### src/rtl/fetch_pkg.sv
// Shared definitions for the instruction fetch stage: default queue depth,
// the NOP word used for faulted fetches, and the queue entry layout.
package fetch_pkg;

   localparam int unsigned FETCH_DEPTH_DEFAULT = 4;
   localparam logic [31:0] NOP_INSTR           = 32'h0000_0013;

   typedef struct packed {
      logic [31:0] pc;
      logic [31:0] instr;
      logic        fault;
      logic        filled;
   } fetch_entry_t;

endpackage

### src/rtl/fetch_queue.sv
// In-order fetch queue: circular storage with head/tail pointers, occupancy
// count, lookup of the oldest unfilled entry, and flush invalidation.
module fetch_queue
   import fetch_pkg::*;
#(
   parameter  int unsigned DEPTH = FETCH_DEPTH_DEFAULT,
   localparam int unsigned PW    = $clog2(DEPTH),
   localparam int unsigned CW    = PW + 1
) (
   input  logic          i_clk,
   input  logic          i_rst,
   input  logic          i_flush,
   input  logic          i_alloc,
   input  fetch_entry_t  i_alloc_entry,
   input  logic          i_fill,
   input  logic [31:0]   i_fill_data,
   input  logic          i_pop,
   output fetch_entry_t  o_head,
   output logic          o_head_valid,
   output logic          o_full,
   output logic [CW-1:0] o_unfilled_cnt
);

   fetch_entry_t  r_mem [DEPTH];
   logic [PW-1:0] r_head;
   logic [PW-1:0] r_tail;
   logic [CW-1:0] r_count;

   logic [PW-1:0] w_fill_idx;
   logic [PW-1:0] w_idx;
   logic [CW-1:0] w_unfilled_cnt;
   logic          w_fill_found;

   // Walk occupied slots from the head: the first unfilled one receives the
   // next in-order response, and the total tells the flush logic how many
   // responses are still owed by memory.
   // NOTE: blocking assignments here are intentional; each iteration must see
   // the values left by the previous one.
   always_comb begin
      w_fill_idx     = r_head;
      w_idx          = r_head;
      w_unfilled_cnt = '0;
      w_fill_found   = 1'b0;
      for (int i = 0; i < DEPTH; i++) begin
         w_idx = r_head + PW'(i);
         if ((CW'(i) < r_count) && !r_mem[w_idx].filled) begin
            if (!w_fill_found) begin
               w_fill_idx   = w_idx;
               w_fill_found = 1'b1;
            end
            w_unfilled_cnt = w_unfilled_cnt + CW'(1);
         end
      end
   end

   // NOTE: state updates use non-blocking assignments so every register
   // samples the pre-edge values regardless of statement order.
   always_ff @(posedge i_clk) begin
      if (i_rst) begin
         r_head  <= '0;
         r_tail  <= '0;
         r_count <= '0;
         // NOTE: storage is reset too, so the id_* outputs read zero right
         // after reset instead of showing whatever the slots last held.
         for (int i = 0; i < DEPTH; i++) begin
            r_mem[i] <= '0;
         end
      end else if (i_flush) begin
         r_head  <= '0;
         r_tail  <= '0;
         r_count <= '0;
         for (int i = 0; i < DEPTH; i++) begin
            r_mem[i].filled <= 1'b0;
         end
      end else begin
         if (i_alloc) begin
            r_mem[r_tail] <= i_alloc_entry;
            r_tail        <= r_tail + PW'(1);
         end
         if (i_fill) begin
            r_mem[w_fill_idx].instr  <= i_fill_data;
            r_mem[w_fill_idx].filled <= 1'b1;
         end
         // Freed slots drop their filled bit so the head flag alone means valid.
         if (i_pop) begin
            r_mem[r_head].filled <= 1'b0;
            r_head               <= r_head + PW'(1);
         end
         case ({i_alloc, i_pop})
            2'b10:   r_count <= r_count + CW'(1);
            2'b01:   r_count <= r_count - CW'(1);
            default: r_count <= r_count;
         endcase
      end
   end

   assign o_head         = r_mem[r_head];
   assign o_head_valid   = r_mem[r_head].filled;
   assign o_full         = (r_count == CW'(DEPTH));
   assign o_unfilled_cnt = w_unfilled_cnt;

endmodule

### src/rtl/fetch_unit.sv
// Instruction fetch stage: issues PC requests to instruction memory, queues
// responses in order and hands them to decode. Optional misaligned-PC fault
// insertion is enabled by defining FETCH_MISALIGN_CHK_EN.
module fetch_unit
   import fetch_pkg::*;
#(
   parameter int unsigned DEPTH = FETCH_DEPTH_DEFAULT,
   parameter logic [31:0] NOP   = NOP_INSTR
) (
   input  logic        clk_i,
   input  logic        rst_i,
   input  logic [31:0] pc_i,
   output logic        pc_advance_o,
   input  logic        flush_i,
   output logic        imem_req_o,
   output logic [31:0] imem_addr_o,
   input  logic        imem_gnt_i,
   input  logic        imem_rvalid_i,
   input  logic [31:0] imem_rdata_i,
   output logic        id_valid_o,
   input  logic        id_ready_i,
   output logic [31:0] id_pc_o,
   output logic [31:0] id_instr_o,
   output logic        id_fault_o
);

   localparam int unsigned CW = $clog2(DEPTH) + 1;

   logic [CW-1:0] r_drop_cnt;

   fetch_entry_t  w_alloc_entry;
   fetch_entry_t  w_head;
   logic          w_head_valid;
   logic          w_full;
   logic [CW-1:0] w_unfilled_cnt;
   logic          w_misaligned;
   logic          w_can_alloc;
   logic          w_grant;
   logic          w_mis_alloc;
   logic          w_alloc;
   logic          w_fill;
   logic          w_rsp_counted;
   logic          w_stray_rsp;
   logic          w_pop;

`ifdef FETCH_MISALIGN_CHK_EN
   assign w_misaligned = (pc_i[1:0] != 2'b00);
`else
   assign w_misaligned = 1'b0;
`endif

   // A slot is free and no discarded responses are still owed by memory.
   assign w_can_alloc  = ~rst_i & ~flush_i & ~w_full & (r_drop_cnt == '0);
   assign imem_req_o   = w_can_alloc & ~w_misaligned;
   assign imem_addr_o  = {pc_i[31:2], 2'b00};
   assign w_grant      = imem_req_o & imem_gnt_i;
   assign w_mis_alloc  = w_can_alloc & w_misaligned;
   assign w_alloc      = w_grant | w_mis_alloc;
   assign pc_advance_o = w_alloc;

   always_comb begin
      w_alloc_entry    = '0;
      w_alloc_entry.pc = pc_i;
      if (w_mis_alloc) begin
         w_alloc_entry.instr  = NOP;
         w_alloc_entry.fault  = 1'b1;
         w_alloc_entry.filled = 1'b1;
      end
   end

   // Responses are in order: while drop_cnt is non-zero they belong to
   // fetches that a flush already discarded.
   assign w_fill        = imem_rvalid_i & (r_drop_cnt == '0) & (w_unfilled_cnt != '0);
   assign w_rsp_counted = imem_rvalid_i & ((r_drop_cnt != '0) | (w_unfilled_cnt != '0));
   assign w_stray_rsp   = imem_rvalid_i & (r_drop_cnt == '0) & (w_unfilled_cnt == '0);

   assign id_valid_o = w_head_valid & ~flush_i;
   assign w_pop      = id_valid_o & id_ready_i;
   assign id_pc_o    = w_head.pc;
   assign id_instr_o = w_head.instr;

`ifdef FETCH_MISALIGN_CHK_EN
   assign id_fault_o = w_head.fault;
`else
   logic w_unused_fault;
   assign w_unused_fault = w_head.fault;
   assign id_fault_o     = 1'b0;
`endif

   // On flush, every unfilled entry becomes a response to discard, less the
   // one that may be arriving in the flush cycle itself.
   always_ff @(posedge clk_i) begin
      if (rst_i) begin
         r_drop_cnt <= '0;
      end else if (flush_i) begin
         r_drop_cnt <= r_drop_cnt + w_unfilled_cnt - CW'(w_rsp_counted);
      end else if (w_rsp_counted && (r_drop_cnt != '0)) begin
         r_drop_cnt <= r_drop_cnt - CW'(1);
      end
   end

   fetch_queue #(
      .DEPTH (DEPTH)
   ) u_queue (
      .i_clk          (clk_i),
      .i_rst          (rst_i),
      .i_flush        (flush_i),
      .i_alloc        (w_alloc),
      .i_alloc_entry  (w_alloc_entry),
      .i_fill         (w_fill),
      .i_fill_data    (imem_rdata_i),
      .i_pop          (w_pop),
      .o_head         (w_head),
      .o_head_valid   (w_head_valid),
      .o_full         (w_full),
      .o_unfilled_cnt (w_unfilled_cnt)
   );

`ifndef SYNTHESIS
   // A response with nothing outstanding is a memory-side protocol error.
   a_no_stray_rsp: assert property (@(posedge clk_i) disable iff (rst_i) !w_stray_rsp);
`endif

endmodule

### config.mk
export PLATFORM = sky130hd
export DESIGN_NAME = fetch_unit
export DESIGN_NICKNAME = d
export VERILOG_FILES = /design/src/rtl/fetch_pkg.sv /design/src/rtl/fetch_queue.sv /design/src/rtl/fetch_unit.sv
export SDC_FILE = /design/constraint.sdc
export NUM_CORES = 1
export LEC_CHECK = 0
export ABC_AREA = 0
export CAP_MARGIN = 0
export CORE_UTILIZATION = 47
export DETAILED_ROUTE_END_ITERATION = 10
export DONT_BUFFER_PORTS = 1
export GPL_ROUTABILITY_DRIVEN = 0
export PLACE_DENSITY = 0.71
export SYNTH_ARGS = -nofsm -noshare
export SYNTH_HDL_FRONTEND = slang
export SYNTH_SLANG_ARGS = --single-unit
### constraint.sdc
create_clock -name clk_i -period 5.18 [get_ports clk_i]
set_input_delay 1.036 -clock clk_i [delete_from_list [all_inputs] [get_ports clk_i]]
set_output_delay 1.036 -clock clk_i [all_outputs]
set_load 0.1 [all_outputs]
# [Yosys cells after proc, flatten, opt, wreduce, memory -nomap -nowiden]
# Memories as Yosys holds them, arrays and structs flattened. A register that Yosys moved wholly into a read port is not among the register bits.
# Cells that the tools add are included.
# Widths: inputs -> output; s select.
[word_totals] ff_bits=10 mem_bits_rw=260 word_cells=107 out_inout_bits=100 inputBits=70 mem_count=1
[mem_list] name="u_queue.r_mem" words=4 width=65 rd=4 rd_ports_with_merged_regs=1 write_ports=4 line="fetch_queue.sv:24" source="fetch_entry_t r_mem [DEPTH];"
[op_classes] addsub=12 n_bitwise=17 order_cmp=4 n_reduce_logical=18 mux=48 n_eq_ne=3
[op_table] operator="$mux 65" n=3
[op_table] operator="$reduce_or 65->1" n=3
[op_table] operator="$mux 2" n=13
[op_table] operator="$mux 1" n=25
[op_table] operator="$mux 3" n=6
[op_table] operator="$add 3x1->3 const B" n=3
[op_table] operator="$and 1x1->1" n=9
[op_table] operator="$lt 1x3->1 const A" n=2
[op_table] operator="$lt 2x3->1 const A" n=2
[op_table] operator="$pmux 3 s2" n=1
[op_table] operator="$reduce_bool 3->1" n=2
[op_table] operator="$sub 3x1->3 const B" n=2
[op_table] operator="$logic_and 1x1->1" n=5
[op_table] operator="$or 1x1->1" n=5
[op_table] operator="$add 2x1->2 const B" n=2
[op_table] operator="$add 2x2->2 const B" n=2
[op_table] operator="$logic_not 1->1" n=4
[op_table] operator="$reduce_bool 2->1" n=2
[op_table] operator="$add 3x3->3" n=1
[op_table] operator="$eq 3x3->1 const B" n=1
[op_table] operator="$logic_not 3->1" n=1
[op_table] operator="$not 1->1" n=3
[op_table] operator="$sub 3x1->3" n=1
[op_table] operator="$add 1x1->2 const B" n=1
[op_table] operator="other kinds (3)" n=3

# [Logic depth before layout (Yosys ltp)]
[depth] word_depth=17 mapped_depth=23 depth_no_buf=22

# [Hierarchy]
# A second synthesis with hierarchy kept.
[hier_totals] cells_unflattened=1024 hier_area_um2=14182.4
[by_module_without_submodules] module="fetch_queue" cells_each=948 instances=1 area_each_um2=13585.5
[by_module_without_submodules] module="fetch_unit" cells_each=76 instances=1 area_each_um2=596.8

# [Worst setup path before layout]
# Ideal clock, no wire load.
[synth_path] path_type="in2out" from="in rst_i" to="out pc_advance_o" slack_ps=-20 path_stages=5 t_required_ps=4144 arrival_time_ps=4164 path_cell_list="nor2_1 > nand2_1 > a21oi_1 > and2_1 > clkbuf_1"
[synth_between] elab_chain_len=5
[synth_lines] item="start, declared" line="fetch_unit.sv:11" source="input logic rst_i,"
[synth_lines] item="$not 1->1" line="fetch_unit.sv:53" source="assign w_can_alloc = ~rst_i & ~flush_i & ~w_full & (r_drop_cnt == '0);"
[synth_lines] item="$and 1x1->1 (3 in a row)" line="fetch_unit.sv:53"
[synth_lines] item="net imem_req_o" line="fetch_unit.sv:15" source="output logic imem_req_o,"
[synth_lines] item="$and 1x1->1" line="fetch_unit.sv:56" source="assign w_grant = imem_req_o & imem_gnt_i;"
[synth_lines] item="end, declared" line="fetch_unit.sv:13" source="output logic pc_advance_o,"
# The timed path passes the listed nets, and every way through them passes these cells.

# [Final worst setup path]
[layout_path] from="reg u_queue.r_head[1]" to="reg r_drop_cnt[2]"
[layout_between] elab_chain_len=14 elab_cells_between_ends=23 classes_between="add/sub (7); mux (4); bitwise (2); reduce/logical (9); memory (1)"
[layout_lines] item="start, declared" line="fetch_queue.sv:25" source="logic [PW-1:0] r_head;"
[layout_lines] item="start signal, assigned" line="fetch_queue.sv:87" source="r_head <= r_head + PW'(1);"
[layout_lines] item="$add 2x1->2" line="fetch_queue.sv:45" source="w_idx = r_head + PW'(i);"
[layout_lines] item="$mem_v2 4x65 (*)"
[layout_lines] item="$logic_not 1->1" line="fetch_queue.sv:46" source="if ((CW'(i) < r_count) && !r_mem[w_idx].filled) begin"
[layout_lines] item="$logic_and 1x1->1" line="fetch_queue.sv:46"
[layout_lines] item="$mux 3" line="fetch_queue.sv:46"
[layout_lines] item="$add 3x1->3" line="fetch_queue.sv:51" source="w_unfilled_cnt = w_unfilled_cnt + CW'(1);"
[layout_lines] item="$mux 3" line="fetch_queue.sv:46"
[layout_lines] item="$add 3x1->3" line="fetch_queue.sv:51"
[layout_lines] item="$mux 3 (*)" line="fetch_queue.sv:46"
[layout_lines] item="branches (longest 5 deep; another with $add 3x3->3)"
[layout_lines] item="end signal, assigned" line="fetch_unit.sv:96" source="r_drop_cnt <= r_drop_cnt + w_unfilled_cnt - CW'(w_rsp_counted);"
[layout_lines] item="end signal, assigned" line="fetch_unit.sv:98" source="r_drop_cnt <= r_drop_cnt - CW'(1);"
[layout_lines] item="end, declared" line="fetch_unit.sv:29" source="logic [CW-1:0] r_drop_cnt;"
# Every way passes the cells marked *.
# A chain may end at the register's enable or synchronous reset.

==> metrics.md <==
| Metric | Value |
|---|---|
| Max Slew Vio Count | `0` |
| Hpwl dp | `around 15000 um` |
| Min cycle time layout | `about 4.6 ns` |
| DRT Pass-1 Iters | `4` |
| Tcrit/Tclk final | `0.887` |
| Count of cell types in the netlist | `56` |
| Routed WL per cell | `21.7 um` |
| Post-CTS setup buffers | `0` |
| Final WS setup | `roughly 0.6 ns` |
| GRT Util Overall | `0.185` |
| Worst hold path type | `flip-flop to flip-flop` |
| N_diodes | `0` |
| Combinational power share | `0.165` |
| CP dominant cell by count | `ha_1` |
| Post-route cell area | `about 14000 um^2` |
| Internal power | `about 3.8 mW` |
| Multi-input combinational cell area | `between 4000 and 5000 um^2` |
| Worst Skew | `0.0116 ns` |
| Layout area overhead | `7.61%` |
| Via count | `between 6000 and 7000` |
| Register area | `between 8000 and 9000 um^2` |
| Clock share of power | `0.353` |
| Chip height | `about 170 um` |
| Worst Max-Slew Pin Slew | `between 1 and 1.5 ns` |
| Crit Path Max Fanout | `6` |
| Commonest non-fill, non-tap cells in the layout | `256 x edfxtp_1, 193 x and2_1, 68 x and3_1` |
| Switching Share | `0.288` |
| Fraction of final layout cells with drive strength greater than 1 | `0.182` |
| Rel. slew slack | `0.258` |
| Asr flop ratio synth | `0` |
| Nets | `915` |
| Maximum vdd drop | `around 0.00027 V` |
| CP peak stage delay | `~0.44 ns` |
| Post-cts sizing count | `0` |
| Peak Freq | `0.218 GHz` |
| Clock Sink Count | `approximately 270` |
| RSZ-0062 raised after global routing | `no` |
| Final setup fails | `0` |
| Worst hold path depth | `2` |
| TritonCTS Buffers | `29` |
| Status | `completed` |
| Startpoint types | `flip-flop` |
| DRT iter0 DRCs | `between 400 and 500` |
| Largest net degree at the start of global routing | `between 60 and 70` |
| Filler Cell Count | `2207` |
| R2r setup slk | `0.59 ns` |
| Mapped cell area | `around 13000 um^2` |
| Die W | `roughly 170 um` |
| Clock Path Buffers | `3` |
| WP data arrival | `around 5 ns` |
| Overflow after GRT | `0` |
| CORE AREA | `about 27000 um^2` |
| Ys Warns | `0` |
| Clock slew at reported path FFs | `approximately 0.060 ns` |
| CTS tree | `yes` |
| WP data required | `5.62 ns` |
| Final Hold Violating Endpoints | `0` |
| Place WS | `about 0.56 ns` |
| Row count | `60` |
| Post-synthesis register bit count | `272` |
| Slowest cell on crit path | `dfxtp_1` |
| Mean Syn Cell Area | `15.1 um^2` |
| NetSw | `between 1.5 and 2 mW` |
| Die area | `between 20000 and 30000 um^2` |
| MaxCap Viol Count | `0` |
| Routed Antenna Nets | `0` |
| Reg power frac | `0.482` |
| Setup_tns | `0 ns` |
| First-pass GRT wire length | `40000 um` |
| Worst R2R Path Depth | `22` |
| Hold WS | `around 0.56 ns` |
| WL final | `between 20000 and 30000 um` |
| I/O Pins | `170` |
| Initial Util | `0.479` |
| CTS Hold Bufs | `0` |
| PwrDens | `385 nW/um^2` |
| Synth Instances | `roughly 850` |
| Total power | `roughly 5.3 mW` |
| I/O Buffers | `0` |
| CTS H-tree lvls | `1` |
| Commonest non-fill, non-tap cell in the layout | `edfxtp_1` |
| Critical Path End Type | `flip-flop` |
| Antenna violations before repair | `0` |
| Worst path cell trace | `inv_1 -> ha_1 -> inv_1 -> nand2_1 -> a21oi_1 -> inv_1 -> ha_1 -> xor2_1 -> ha_1 -> nor2_1 -> nand3_1 -> o31ai_1 -> a21boi_0 -> ha_1 -> inv_1 -> ha_1 -> fa_1 -> xor2_1 -> xnor2_1 -> xnor2_1 -> xnor2_1 -> a211oi_1` |
| Leakage | `5.16 nW` |
| Crit Path Class | `flip-flop to flip-flop` |
| Main synth FF type | `edfxtp_1` |
| Drt drc | `0` |
| CTS root buffer | `clkbuf_16` |
| Seq/Total Area, Yosys | `0.622` |
| Worst-Skew Late Latency | `approximately 0.53 ns` |
| Post-synth EDFFs | `roughly 260` |
| Vias per cell | `about 5.6` |
| Dpl cell area | `approximately 13000 um^2` |
| Vias in the first global route | `6997` |
-- registers in the layout, indices dropped and copies added, names as in the netlist, named ones only --
signal           flops
u_queue.r_head       2
u_queue.r_tail       2
u_queue.r_count      3
u_queue.r_mem      260
r_drop_cnt           3
-- critical path: cells and delay by family (launching register included) --
kind	cells	cell delay (ns)
buf+inv	4	0.45
simple gates	3	0.29
flops	1	0.44
xor+xnor	5	0.83
fa+ha+maj	6	1.86
compound gates	4	0.63
-- synthesized netlist by cell type (all sizes together), types with 2 or more instances --
library cell / n / area (um^2)
o21ai: 5 / 25.0
ha: 23 / 288
xor2: 4 / 35.0
xnor2: 9 / 78.8
a211oi: 6 / 57.6
and3: 68 / 425
o31ai: 2 / 28.8
nor2b: 4 / 25.0
nand3: 4 / 20.0
mux2i: 5 / 50.1
nor3: 4 / 30.0
mux2: 2 / 22.5
mux4: 67 / 1510
nor2: 22 / 98.9
a2bb2oi: 2 / 17.5
nand2: 13 / 48.8
edfxtp: 256 / 7690
buf: 47 / 353
and2: 193 / 1210
or3: 2 / 17.5
a31oi: 2 / 12.5
a21oi: 12 / 63.8
clkbuf: 40 / 155
inv: 16 / 60.1
or2: 8 / 50.1
dfxtp: 16 / 320
-- layer usage --
metal	track usage	vias up	routed length [um]
li1	-	3058	-
met4	0.0383	0	342
met5	0	-	0
met2	0.320	215	12800
met3	0.0534	35	2040
met1	0.233	3307	10400
-- cells by family (layout without fill, tap and decap cells) --
family | count (synthesis) | in the layout | share of synthesized area
and+or+nand+nor | 322 | 322 | 0.153
DFF | 272 | 272 | 0.622
buffers and inverters | 103 | 91 | 0.0441
muxes | 74 | 74 | 0.123
AOI/OAI and AO/OA | 42 | 42 | 0.0249
adders and majority gates | 24 | 24 | 0.0239
xor gates and xnor gates | 13 | 13 | 0.00885
other | 1 | 3 | 0.000291
-- through the flow --
stage / util / std cells
2_1_floorplan: - / 853
3_3_place_gp: 0.484 / 1131
3_5_place_dp: 0.484 / 1131
4_1_cts: 0.515 / 1182
5_1_grt: 0.515 / 1182
6_report: 0.515 / 1182
-- power groups by stage --
stage               logic, mW  clock network [mW]  registers [mW]
floorplan               0.892                   0            2.60
global placement        0.876                   0            2.61
detailed placement      0.889                   0            2.62
CTS                     0.890                1.92            2.57
global route            0.928                2.00            2.58
finish                  0.879                1.88            2.57
-- final cells by class --
| cell class | count | area share |
|---|---|---|
| Multi-Input combinational cell | 478 | 0.312 |
| Timing Repair Buffer | 24 | 0.0130 |
| Clock inverter | 15 | 0.00714 |
| Inverter | 16 | 0.00434 |
| Tap cell | 341 | 0.0308 |
| Clock buffer | 36 | 0.0543 |
| Sequential cell | 272 | 0.579 |
-- final timing paths --
path	to	startpoint
worst max register to register	r_drop_cnt[2]	u_queue.r_head[1]
worst max-delay path	r_drop_cnt[2]	u_queue.r_head[1]
worst min-delay path	u_queue.r_tail[1]	u_queue.r_tail[1]
worst min register to register	u_queue.r_tail[1]	u_queue.r_tail[1]
Power figures use the tool's default switching activity.
